===== src/rtl/key_sched_ctrl.sv =====
// AES-128 key-schedule controller: sequences an external subkey generator round by round,
// stores the NR+1 round keys and serves registered reads of them.
module key_sched_ctrl #(
    parameter int unsigned KEY_LEN  = 128,
    parameter int unsigned WORD_LEN = 32,
    parameter int unsigned NR       = 10,
    parameter int unsigned TIMEOUT  = 64
) (
    input  logic                clk,
    input  logic                reset,
    input  logic                start,
    input  logic [KEY_LEN-1:0]  cipher_key,
    output logic [KEY_LEN-1:0]  sk_data,
    output logic                sk_valid,
    output logic [WORD_LEN-1:0] sk_rcon,
    output logic                sk_opcode,
    input  logic [KEY_LEN-1:0]  sk_result,
    input  logic                sk_result_valid,
    input  logic [3:0]          rk_addr,
    output logic [KEY_LEN-1:0]  rk_data,
    output logic                busy,
    output logic                done,
    output logic                key_ready,
    output logic                err
);

    localparam logic [1:0] StIdle  = 2'd0;
    localparam logic [1:0] StIssue = 2'd1;
    localparam logic [1:0] StWait  = 2'd2;
    localparam logic [1:0] StDone  = 2'd3;

    localparam int unsigned    CntW     = $clog2(TIMEOUT + 1);
    localparam logic [3:0]     LastRnd  = 4'(NR);
    localparam logic [CntW-1:0] LastWait = CntW'(TIMEOUT - 1);

    function automatic logic [WORD_LEN-1:0] rcon_word(input logic [3:0] r);
        logic [7:0] b;
        case (r)
            4'd1:    b = 8'h01;
            4'd2:    b = 8'h02;
            4'd3:    b = 8'h04;
            4'd4:    b = 8'h08;
            4'd5:    b = 8'h10;
            4'd6:    b = 8'h20;
            4'd7:    b = 8'h40;
            4'd8:    b = 8'h80;
            4'd9:    b = 8'h1b;
            4'd10:   b = 8'h36;
            default: b = 8'h00;
        endcase
        return {b, {(WORD_LEN - 8){1'b0}}};
    endfunction

    logic [1:0]          state_q, state_d;
    logic [3:0]          rnd_q, rnd_d;
    logic [CntW-1:0]     wait_cnt_q, wait_cnt_d;
    logic [KEY_LEN-1:0]  rk_q [NR+1];
    logic [KEY_LEN-1:0]  sk_data_q, sk_data_d;
    logic [WORD_LEN-1:0] sk_rcon_q, sk_rcon_d;
    logic                key_ready_q, key_ready_d;
    logic                err_q, err_d;
    logic [KEY_LEN-1:0]  rk_data_q;
    logic                rk_we;
    logic [3:0]          rk_wa;
    logic [KEY_LEN-1:0]  rk_wd;

    always_comb begin
        state_d     = state_q;
        rnd_d       = rnd_q;
        wait_cnt_d  = wait_cnt_q;
        sk_data_d   = sk_data_q;
        sk_rcon_d   = sk_rcon_q;
        key_ready_d = key_ready_q;
        err_d       = err_q;
        rk_we       = 1'b0;
        rk_wa       = rnd_q;
        rk_wd       = sk_result;
        case (state_q)
            StIdle: begin
                if (start) begin
                    rk_we       = 1'b1;
                    rk_wa       = 4'd0;
                    rk_wd       = cipher_key;
                    rnd_d       = 4'd1;
                    key_ready_d = 1'b0;
                    err_d       = 1'b0;
                    sk_data_d   = cipher_key;
                    sk_rcon_d   = rcon_word(4'd1);
                    state_d     = StIssue;
                end
            end
            StIssue: begin
                wait_cnt_d = '0;
                state_d    = StWait;
            end
            StWait: begin
                if (sk_result_valid) begin
                    rk_we = 1'b1;
                    if (rnd_q == LastRnd) begin
                        // key_ready rises together with the done pulse
                        key_ready_d = 1'b1;
                        state_d     = StDone;
                    end else begin
                        // the freshly returned key is next round's input
                        rnd_d     = rnd_q + 4'd1;
                        sk_data_d = sk_result;
                        sk_rcon_d = rcon_word(rnd_q + 4'd1);
                        state_d   = StIssue;
                    end
                end else if (wait_cnt_q == LastWait) begin
                    err_d   = 1'b1;
                    state_d = StIdle;
                end else begin
                    wait_cnt_d = wait_cnt_q + 1'b1;
                end
            end
            default: state_d = StIdle;
        endcase
    end

    always_ff @(posedge clk) begin
        if (reset) begin
            state_q     <= StIdle;
            rnd_q       <= '0;
            wait_cnt_q  <= '0;
            sk_data_q   <= '0;
            sk_rcon_q   <= '0;
            key_ready_q <= 1'b0;
            err_q       <= 1'b0;
            rk_data_q   <= '0;
            for (int unsigned i = 0; i < NR + 1; i++) begin
                rk_q[i] <= '0;
            end
        end else begin
            state_q     <= state_d;
            rnd_q       <= rnd_d;
            wait_cnt_q  <= wait_cnt_d;
            sk_data_q   <= sk_data_d;
            sk_rcon_q   <= sk_rcon_d;
            key_ready_q <= key_ready_d;
            err_q       <= err_d;
            rk_data_q   <= (rk_addr <= LastRnd) ? rk_q[rk_addr] : '0;
            if (rk_we) begin
                rk_q[rk_wa] <= rk_wd;
            end
        end
    end

    assign sk_data   = sk_data_q;
    assign sk_rcon   = sk_rcon_q;
    assign sk_valid  = (state_q == StIssue);
    assign sk_opcode = 1'b0;
    assign busy      = (state_q == StIssue) || (state_q == StWait);
    assign done      = (state_q == StDone);
    assign key_ready = key_ready_q;
    assign err       = err_q;
    assign rk_data   = rk_data_q;

endmodule


===== config.mk =====
export PLATFORM = sky130hd
export DESIGN_NAME = key_sched_ctrl
export DESIGN_NICKNAME = d
export VERILOG_FILES = /design/src/rtl/key_sched_ctrl.sv
export SDC_FILE = /design/constraint.sdc
export NUM_CORES = 2
export LEC_CHECK = 0
export CORE_ASPECT_RATIO = 0.5
export CORE_MARGIN = 1
export CORE_UTILIZATION = 55
export DETAILED_ROUTE_END_ITERATION = 6
export GPL_ROUTABILITY_DRIVEN = 0
export PLACE_DENSITY_LB_ADDON = 0.25
export SLEW_MARGIN = 5
export SYNTH_ARGS = -nofsm -noshare
export SYNTH_HDL_FRONTEND = slang
export SYNTH_SLANG_ARGS = --single-unit

===== constraint.sdc =====
create_clock -name clk -period 37.9 [get_ports clk]
set_clock_uncertainty 0.15 [all_clocks]
set_input_delay 5.685 -clock clk [delete_from_list [all_inputs] [get_ports clk]]
set_output_delay 5.685 -clock clk [all_outputs]
set_load 0.03 [all_outputs]

Word level (Yosys, flattened, before mapping)
Memories as Yosys holds them, arrays and structs flattened. A register that Yosys moved wholly into a read port is not among the register bits.
Cells that the tools add are included.
Storage, ports and cells
  register bits: 175
  bits in writable memories: 1408
  bits in read-only memories: 128
  logic and storage cells: 79
  memories: 2
Cells by class
  $add $sub $neg: 2
  order comparisons: 1
  equal/unequal tests: 13
  multiplexer cells: 42
  bitwise gates (word level): 1
  reduce and logical (&&, ||, !) cells: 11
Memory list
  rk_q: depth 11, width 128, read ports 1, clocked after Yosys merged registers in 1, wr ports 11, line 57  | logic [KEY_LEN-1:0] rk_q [NR+1];
  (no name shown): depth 16, width 8, read ports 1, clocked after Yosys merged registers in 0, wr ports 0, line 38  | case (r)
Operator list (number)
  2-to-1 mux 128 bit: 6
  case mux 128 bit (2 select lines): 1
  OR reduction 128 bit: 1
  2-to-1 mux 32 bit: 3
  case mux 32 bit (2 select lines): 1
  2-to-1 mux 4 bit: 6
  2-to-1 mux 7 bit: 2
  inequality test 2 bit, second input constant: 7
  case mux 7 bit (2 select lines): 1
  2-to-1 mux 1 bit: 13
  AND reduction 4 bit: 3
  2-to-1 mux 2 bit: 4
  case mux 4 bit (2 select lines): 1
  adder 7 x 1 -> 7 bit, second input constant: 1
  equality test 7 x 6 -> 1 bit, second input constant: 1
  case mux 1 bit (2 select lines): 3
  case mux 2 bit (3 select lines): 1
  adder 4 x 1 -> 4 bit, second input constant: 1
  equality test 2 bit, second input constant: 2
  equality test 4 bit, second input constant: 1
  less-or-equal comparator 4 bit, second input constant: 1
  nonzero test 2 bit: 2
  inequality test 3 bit, second input constant: 1
  AND reduction 3 bit: 1
  6 further kinds: 6

Longest topological paths before layout
  word-level depth: 7
  gate-level depth with buffers: 10
  depth with buffers taken out: 6

Worst setup path before layout
No wires, ideal clock.
  path kind: in2reg
  start point: in start
  end point: mem rk_q[9][0] (enable)
  library setup time: 0.962 ns
  arrival time: 19.303 ns
  required time: 36.788 ns
  setup slack: 17.486 ns
  stages: 5
  cells stage by stage: nand2_1 > clkbuf_1 > buf_2 > nand3_1 > o41ai_1
RTL lines
  from (decl): line 11  | input logic start,
  to (decl): line 57

==> results.py <==
metrics = {
    "status": {
        "status": "finished, final reports clean",
    },
    "floorplanning": {
        "core_mm2": 0.130,
        "die_area_mm2": 0.134,
        "ioPinCount": 558,
        "initial_core_util_pct": 56.0,
        "chipWidth_um": 517,
        "chipHeight_um": 259,
        "rows": 93,
    },
    "logic_synthesis": {
        "synth-seq-cells": 1687,
        "synth_cell_types": 57,
        "netlist_area_mm2": 0.0728,
        "synth_cells": 5887,
        "ys.flop_type": "edfxtp_1",
        "synth_edf_count": 1280,
        "ys_seq_area_share_pct": 64.0,
        "syn_area_per_cell_um2": 12.4,
        "ys_async_sr_fraction_pct": 0,
        "yosys_warnings": 0,
    },
    "clocking": {
        "cts_resized": 0,
        "cts_root_buffer": "clkbuf_16",
        "numCtsBuffers": 147,
        "clockBufferDepth": 3,
        "clk_latency_ps": 790,
        "cts-htree-levels": 4,
        "postCtsHoldBufs": 0,
        "cts_tree": "done",
        "cts.sinks": 1687,
        "post_cts_buffers": 0,
        "clk_pin_slew_ps": 70,
    },
    "sta": {
        "slew_headroom_pct": 19.0,
        "fin_setup_tns_ps": 0,
        "fin_crit_ps": 10020,
        "drv_slew": 0,
        "whs_ps": 309,
        "period_share_pct": 26.4,
        "worst_pin_slew_ps": 1210,
        "rsz0062_at_grt": "no",
        "hold_viol_final": 0,
        "finalSetupViolations": 0,
        "fmax_mhz": 99.8,
    },
    "route": {
        "firstDrtPassIters": 6,
        "wl_um": 205000,
        "wl_per_cell_um": 25.7,
        "route.detailed.drc": 0,
        "postRouteAntennaNets": 0,
        "drt-initial-drc-count": 5849,
        "dr_total_vias": 48522,
        "vias_per_cell": 6.09,
    },
    "setup_path": {
        "path_class": "in -> reg",
        "critPathArrivalTime_ps": 10270,
        "start_kind": "input port",
        "cp.required_ps": 38150,
        "critPathCaptureType": "flip-flop",
        "cp_max_fo": 57,
    },
    "final_layout": {
        "fin_nets": 6370,
        "fin_cells": 7970,
        "syn_to_final_growth_pct": 14.4,
        "drive_gt1_share_pct": 10.5,
        "layout_commonest_cell": "nor2_1",
        "final_cell_mix": "nor2_1 (1,420), edfxtp_1 (1,280), mux2i_1 (641)",
    },
    "hold_path": {
        "hold_path.class": "reg -> reg",
    },
    "grt": {
        "grt_max_degree": 183,
        "grt-ovfl-total": 0,
        "grt_usage_pct": 30.2,
        "grt_pass1_vias": 48487,
        "grt_pass1_wl_um": 301000,
        "antenna_found_initial": 2,
    },
    "job": {
        "drv_cap": 0,
    },
    "pwr": {
        "vdd_drop_max_uv": 51.6,
        "leakage_nw": 29.7,
        "power.density_mw_per_mm2": 52.7,
    },
    "placement": {
        "portBuffers": 532,
        "placedCellCount": 7702,
        "dp_hpwl_um": 113000,
    },
}
worst max-delay path, stage by stage:
cell and delay [ps]:
clkdlybuf4s50_1 820, nand2_2 280, nor4_2 600, nand2_4 450, nand2_4 710, buf_4 870
buf_4 670
final cells by class:
| type | count | area [um^2] |
|---|---|---|
| Clock inverter | 48 | 385 |
| Timing Repair Buffer | 609 | 5980 |
| Clock buffer | 219 | 4260 |
| Multi-Input combinational cell | 3514 | 23400 |
| Tap cell | 1757 | 2200 |
| Antenna cell | 1 | 2.50 |
| Inverter | 135 | 512 |
| Fill cell | 9552 | 46600 |
| Sequential cell | 1687 | 46600 |
sequential cells by signal, indices dropped and copies added, names as in the netlist:
| name | count |
|---|---|
| rk_data | 128 |
| state_q | 2 |
| key_ready | 1 |
| err | 1 |
| rk_q | 1408 |
| wait_cnt_q | 7 |
| sk_rcon | 8 |
| sk_data | 128 |
| rnd_q | 4 |
per-layer routing:
metal	share of wire [%]	GRT usage (%)
met1	39	41.0
met2	48	49.4
met3	10	4.73
met4	3.3	11.3
met5	0	0
stage by stage:
step           worst slack, ps  power [mW]  instance area (um^2)  utilization, %
6_report                 27880        4.39                 83300            64.1
3_3_place_gp             27260        2.92                 78700            60.5
5_1_grt                  27790        4.53                 83300            64.1
4_1_cts                  28010        4.41                 83300            64.1
2_1_floorplan            17490        2.68                 72900               -
3_5_place_dp             27180        2.94                 78700            60.5
logic make-up after synthesis:
kind of cell	share of synthesized area [%]
adder cells (fa/ha/maj)	0.206
other	0.00515
multiplexers	14.8
XOR/XNOR	0.0481
flip-flops	64.0
buffers and inverters	4.30
AND/OR/NAND/NOR	11.2
AO/OA/AOI/OAI	5.46
path summary, 6_finish.rpt:
| path | start | to | slack, ps | cells after the start |
|---|---|---|---|---|
| hold reg to reg | rk_q[10][93] | rk_q[10][93] | 310 | 2 |
| setup reg to reg | state_q[0] | rk_q[3][91] | 32140 | 8 |
| hold / removal | rk_q[10][93] | rk_q[10][93] | 310 | 2 |
| setup / recovery | sk_result_valid | rk_q[3][91] | 27880 | 7 |
report_power, final:
part	total, mW	internal (mW)	switching (mW)
clock	1.49	0.814	0.676
combinational	0.751	0.260	0.491
sequential	2.15	2.11	0.0465
total	4.39	3.18	1.21
cells in the mapped netlist, drive strengths merged (3+ instances only):
| library cell | n | share of area, % |
|---|---|---|
| nor2 | 1422 | 7.3 |
| edfxtp | 1280 | 53 |
| mux2i | 641 | 8.8 |
| dfxtp | 407 | 11 |
| clkbuf | 319 | 1.6 |
| nand2 | 283 | 1.5 |
| buf | 256 | 2.0 |
| a21oi | 141 | 0.97 |
| inv | 135 | 0.70 |
| nand2b | 135 | 1.2 |
| nand3 | 134 | 0.92 |
| o21ai | 134 | 0.92 |
| a211oi | 131 | 1.9 |
| mux4 | 129 | 4.0 |
| a22oi | 128 | 1.3 |
| mux2 | 128 | 2.0 |
| ha | 12 | 0.21 |
| nor3 | 10 | 0.084 |
| nor2b | 7 | 0.060 |
| a31oi | 5 | 0.043 |
| nand4 | 5 | 0.043 |
| and3 | 3 | 0.026 |
| nor4 | 3 | 0.034 |
No activity file was read; power rests on OpenSTA's default activity.
